[config.mk]
export PLATFORM = sky130hd
export DESIGN_NAME = lsu_mem_controller
export DESIGN_NICKNAME = d
export VERILOG_FILES = /design/src/rtl/lsu_mem_controller_pkg.sv /design/src/rtl/lsu_mem_controller_align.sv /design/src/rtl/lsu_mem_controller.sv
export SDC_FILE = /design/constraint.sdc
export NUM_CORES = 1
export LEC_CHECK = 0
export CAP_MARGIN = 20
export CORE_MARGIN = 4
export CORE_UTILIZATION = 49
export DETAILED_ROUTE_END_ITERATION = 10
export MAX_ROUTING_LAYER = met4
export PLACE_DENSITY = 0.92
export SYNTH_ARGS = -nofsm -noshare
export SYNTH_HDL_FRONTEND = slang
export SYNTH_SLANG_ARGS = --single-unit
[constraint.sdc]
create_clock -name clk -period 5.3 [get_ports clk]
set_input_delay 0.795 -clock clk [delete_from_list [all_inputs] [get_ports clk]]
set_output_delay 0.795 -clock clk [all_outputs]
set_load 0.01 [all_outputs]
[src/rtl/lsu_mem_controller_pkg.sv]
// Shared funct3 codes, FSM state encoding and request legality decode for the load/store sequencer.
// No storage, no latency, no flow control.
package lsu_mem_controller_pkg;

  localparam logic [2:0] F3_B  = 3'b000;
  localparam logic [2:0] F3_H  = 3'b001;
  localparam logic [2:0] F3_W  = 3'b010;
  localparam logic [2:0] F3_BU = 3'b100;
  localparam logic [2:0] F3_HU = 3'b101;

  typedef enum logic [2:0] {
    S_IDLE,
    S_ACCESS,
    S_WRITE,
    S_RESP,
    S_ERR
  } state_t;

  // Illegal funct3, unsigned stores, and misaligned H/W accesses; range is checked by the caller.
  function automatic logic req_illegal(input logic write, input logic [2:0] funct3,
                                       input logic [1:0] lsb);
    logic bad;
    case (funct3)
      F3_B:    bad = 1'b0;
      F3_BU:   bad = write;
      F3_H:    bad = lsb[0];
      F3_HU:   bad = write | lsb[0];
      F3_W:    bad = (lsb != 2'b00);
      default: bad = 1'b1;
    endcase
    return bad;
  endfunction

endpackage

[src/rtl/lsu_mem_controller_align.sv]
// Load lane extract/extend and sub-word store merge into a fetched word.
// Purely combinational, no flow control.
module lsu_mem_controller_align
  import lsu_mem_controller_pkg::*;
(
  input  logic [2:0]  funct3,
  input  logic [1:0]  lane,
  input  logic [31:0] word,
  input  logic [15:0] wdata,
  output logic [31:0] load_data,
  output logic [31:0] merge_data
);

  logic [7:0]  byte_sel;
  logic [15:0] half_sel;

  always_comb begin
    byte_sel = word[{lane, 3'b000} +: 8];
    half_sel = lane[1] ? word[31:16] : word[15:0];

    case (funct3)
      F3_B:    load_data = {{24{byte_sel[7]}}, byte_sel};
      F3_BU:   load_data = {24'h0, byte_sel};
      F3_H:    load_data = {{16{half_sel[15]}}, half_sel};
      F3_HU:   load_data = {16'h0, half_sel};
      default: load_data = word;
    endcase

    // Untouched bytes of the fetched word are kept as read.
    merge_data = word;
    if (funct3 == F3_B)
      merge_data[{lane, 3'b000} +: 8] = wdata[7:0];
    else if (funct3 == F3_H)
      merge_data[{lane[1], 4'b0000} +: 16] = wdata;
  end

endmodule

[src/rtl/lsu_mem_controller.sv]
// RV32I load/store sequencer onto a word-wide memory; loads/SW respond 2 cycles after accept, SB/SH 3, errors 1.
// req_ready only in IDLE, so one request is in flight at a time.
module lsu_mem_controller
  import lsu_mem_controller_pkg::*;
#(
  parameter int MEM_BYTES   = 256,
  parameter bit CHECK_RANGE = 1'b1
) (
  input  logic        clk,
  input  logic        reset,
  input  logic        req_valid,
  output logic        req_ready,
  input  logic        req_write,
  input  logic [2:0]  req_funct3,
  input  logic [31:0] req_addr,
  input  logic [31:0] req_wdata,
  output logic        resp_valid,
  output logic        resp_err,
  output logic [31:0] resp_rdata,
  output logic        mem_read,
  output logic        mem_write,
  output logic [31:0] mem_addr,
  output logic [31:0] mem_wdata,
  input  logic [31:0] mem_rdata
);

  state_t      state;
  logic        write_q;
  logic [2:0]  funct3_q;
  logic [31:0] addr_q;
  logic [31:0] wdata_q;
  logic [31:0] rdata_q;
  logic [31:0] merge_q;
  logic [31:0] load_data;
  logic [31:0] merge_data;
  logic        req_err;
  logic        is_sw;

  assign req_err = req_illegal(req_write, req_funct3, req_addr[1:0]) |
                   (CHECK_RANGE && (req_addr >= 32'(MEM_BYTES)));
  assign is_sw   = write_q && (funct3_q == F3_W);

  lsu_mem_controller_align u_align (
    .funct3     (funct3_q),
    .lane       (addr_q[1:0]),
    .word       (mem_rdata),
    .wdata      (wdata_q[15:0]),
    .load_data  (load_data),
    .merge_data (merge_data)
  );

  always_ff @(posedge clk or posedge reset) begin
    if (reset) begin
      state    <= S_IDLE;
      write_q  <= 1'b0;
      funct3_q <= 3'b000;
      addr_q   <= 32'h0;
      wdata_q  <= 32'h0;
      rdata_q  <= 32'h0;
      merge_q  <= 32'h0;
    end else begin
      case (state)
        S_IDLE: begin
          if (req_valid) begin
            write_q  <= req_write;
            funct3_q <= req_funct3;
            addr_q   <= req_addr;
            wdata_q  <= req_wdata;
            rdata_q  <= 32'h0;
            state    <= req_err ? S_ERR : S_ACCESS;
          end
        end
        S_ACCESS: begin
          if (!write_q) begin
            rdata_q <= load_data;
            state   <= S_RESP;
          end else if (is_sw) begin
            state   <= S_RESP;
          end else begin
            merge_q <= merge_data;
            state   <= S_WRITE;
          end
        end
        S_WRITE: state <= S_RESP;
        default: state <= S_IDLE;
      endcase
    end
  end

  // Everything the memory and core see is decoded from registered state only.
  always_comb begin
    req_ready  = (state == S_IDLE) && !reset;
    resp_valid = (state == S_RESP) || (state == S_ERR);
    resp_err   = (state == S_ERR);
    resp_rdata = (state == S_RESP) ? rdata_q : 32'h0;
    mem_read   = (state == S_ACCESS) && !is_sw;
    mem_write  = ((state == S_ACCESS) && is_sw) || (state == S_WRITE);
    mem_addr   = {addr_q[31:2], 2'b00};
    mem_wdata  = 32'h0;
    if (state == S_WRITE)
      mem_wdata = merge_q;
    else if ((state == S_ACCESS) && is_sw)
      mem_wdata = wdata_q;
  end

endmodule

==> flow_metrics.tcl <==
set metrics [dict create \
    status "finished, final reports clean" \
    place_congestion 0.923 \
    row_count 44 \
    slew_headroom_pct 30.3 \
    clk_path_buf_depth 2 \
    cts_resized 0 \
    grt_pass1_vias 6617 \
    drive_gt1_share_pct 14.3 \
    synth_top_area_share_pct 45.3 \
    insertedDiodeCount 0 \
    yosys-top-cells-area "dfrtp_1 (45%), mux2_2 (10%), nand2_1 (4.3%)" \
    vdd_drop_max_uv 257 \
    insertion_delay_ps 420 \
    core_area_sq_um 14800 \
    final_cells 1077 \
    max_cap_viol_count 0 \
    async_flop_share_pct 100 \
    worst_slack_ps 1570 \
    num_vias 6563 \
    pin_count 204 \
    yosysMostFrequentCell "dfrtp_1" \
    yosysSeqAreaShare_pct 45.3 \
    viasPerCell 6.09 \
    yosysTopAreaCell "dfrtp_1" \
    synth-seq-cells 135 \
    finalSetupTns_ps 0 \
    dieWidth_microns 131 \
    cts_tree "built" \
    netlist_area_sq_um 7460 \
    post_cts.repair.setup_buffers 0 \
    grt_start_max_net_pins 74 \
    die_area_sq_um 17300 \
    skew_ps 7.68 \
    slew_violations 0 \
    synth_cells 734 \
    fin_crit_sh_pct 70.4 \
    synth_common_cells "dfrtp_1 (135), nand2_1 (86), mux2_2 (66)" \
    dp_hpwl_microns 16100 \
    hold_path_class "flip-flop to flip-flop" \
    synthToLayoutAreaGrowth_pct 32.7 \
    setup_viol 0 \
    routedWlPerCell_microns 20.6 \
    nets 988 \
    initial_utilization_pct 50.6 \
    crit_path_end_kind "output port" \
    dp_cells 1045 \
    grt_use_total_pct 26.5 \
    cts_buffers 17 \
    dr.first_iter.drc_count 644 \
    worstSetupStartpointType "flip-flop" \
    p_leak_nw 4.24 \
    critPathKind "flip-flop to output port" \
    finalHoldViolCount 0 \
    worstMarginPinSlew_ps 1050 \
    cts.sinks 135 \
    pre_cts_slack_ps 2040 \
    clk_pin_slew_ps 60 \
    grt_setup_unrepaired "no" \
    final_util_pct 67.2 \
    timing.fmax_mhz 268 \
    gr-total-overflow 0 \
    portBuffers 201 \
    synth_cell_types 56 \
    antenna_found_initial 0 \
    synth_flop_cell "dfrtp_1" \
    grt_pass1_wl_microns 35600 \
    crit_required_ps 4510 \
    drc_errors 0 \
    h-tree-depth 4 \
    synth_edf_count 0 \
    power.density_nw_per_um2 294 \
    routed_wl_microns 22200 \
    worstPathMaxFanout 33 \
    die_h_microns 131 \
    arrival_ps 2940 \
    synth_area_per_cell_sq_um 10.2 \
    root_buffer "clkbuf_16" \
    drtPass1Iterations 5 \
    hold_buffers 0 \
    drt.antenna.violating_nets 0 \
    min_period_ps 3730 \
    yosys_warnings 0 \
]
==> per-stage QoR <==
step | total power, mW | area [sq um] | hold slack [ps]
floorplan | 1.53 | 7470 | 442
global placement | 1.70 | 9310 | 460
detailed placement | 1.72 | 9310 | 466
CTS | 2.92 | 9910 | 479
global route | 3.02 | 9910 | 490
finish | 2.91 | 9910 | 480
==> sequential cells by signal (all words and copies together), names as in the netlist <==
signal	count
addr_q	32
funct3_q	3
merge_q	32
rdata_q	32
state	3
wdata_q	32
write_q	1
==> logic make-up after synthesis <==
family	Yosys count	synth area share, %
adder cells (fa/ha/maj)	5	0.838
multiplexers	96	14.2
buffers and inverters	95	7.43
other	1	0.0502
AO/OA/AOI/OAI	181	17.4
AND/OR/NAND/NOR	221	14.8
flip-flops	135	45.3
==> worst paths after layout <==
kind,start,to,slack (ps),depth (start not counted)
max in group asynchronous,reset,merge_q[12],3370,3
max reg2reg,addr_q[0],merge_q[24],2570,7
min reg2reg,rdata_q[14],rdata_q[14],480,2
min,rdata_q[14],rdata_q[14],480,2
max,funct3_q[1],mem_wdata[3],1570,5
min in group asynchronous,reset,state[1],950,2
==> worst max-delay path, cell delays in order, from the launching register on <==
cell,delay [ps]
dfrtp_1,760
nor3b_2,460
a41oi_2,170
buf_4,290
a21oi_1,250
clkdlybuf4s50_1,580
==> report_power, final <==
part	internal (mW)	switching (mW)
registers	1.11	0.0854
logic	0.268	0.245
clock network	0.751	0.453
==> cell usage in the layout (no fill, tap or decap), types with 4 or more instances in the layout <==
cell               n
dfrtp_1          135
clkbuf_16         17
a211oi_1          17
clkinv_2           4
and2_1            34
nor2_1            52
nor4_1            13
o221ai_1           6
a221oi_2           4
a21o_1            16
buf_4             12
nand2_1           86
clkdlybuf4s50_1  201
mux2i_1           28
o21ai_0           33
a221o_1           16
nand2b_1           4
ha_1               5
nor3_1             4
a21oi_1           39
a221oi_1          29
mux2_2            66
o22a_1             6
inv_1              7
==> metal layers <==
metal / vias up / track usage (%) / share of wire [%]
met5: - / - / 0
met4: 0 / 7.58 / 2.6
met3: 51 / 7.49 / 9.3
met2: 377 / 41.6 / 47
met1: 3200 / 33.8 / 41
li1: 2935 / - / -
==> area by class of cell <==
class | instances | area, sq um
Clock buffer | 20 | 447
Timing Repair Buffer | 213 | 2100
Sequential cell | 135 | 3380
Clock inverter | 12 | 151
Multi-Input combinational cell | 505 | 3570
Tap cell | 184 | 230
Inverter | 8 | 32.5
Fill cell | 1115 | 4850
No activity file was read; power rests on OpenSTA's default activity.
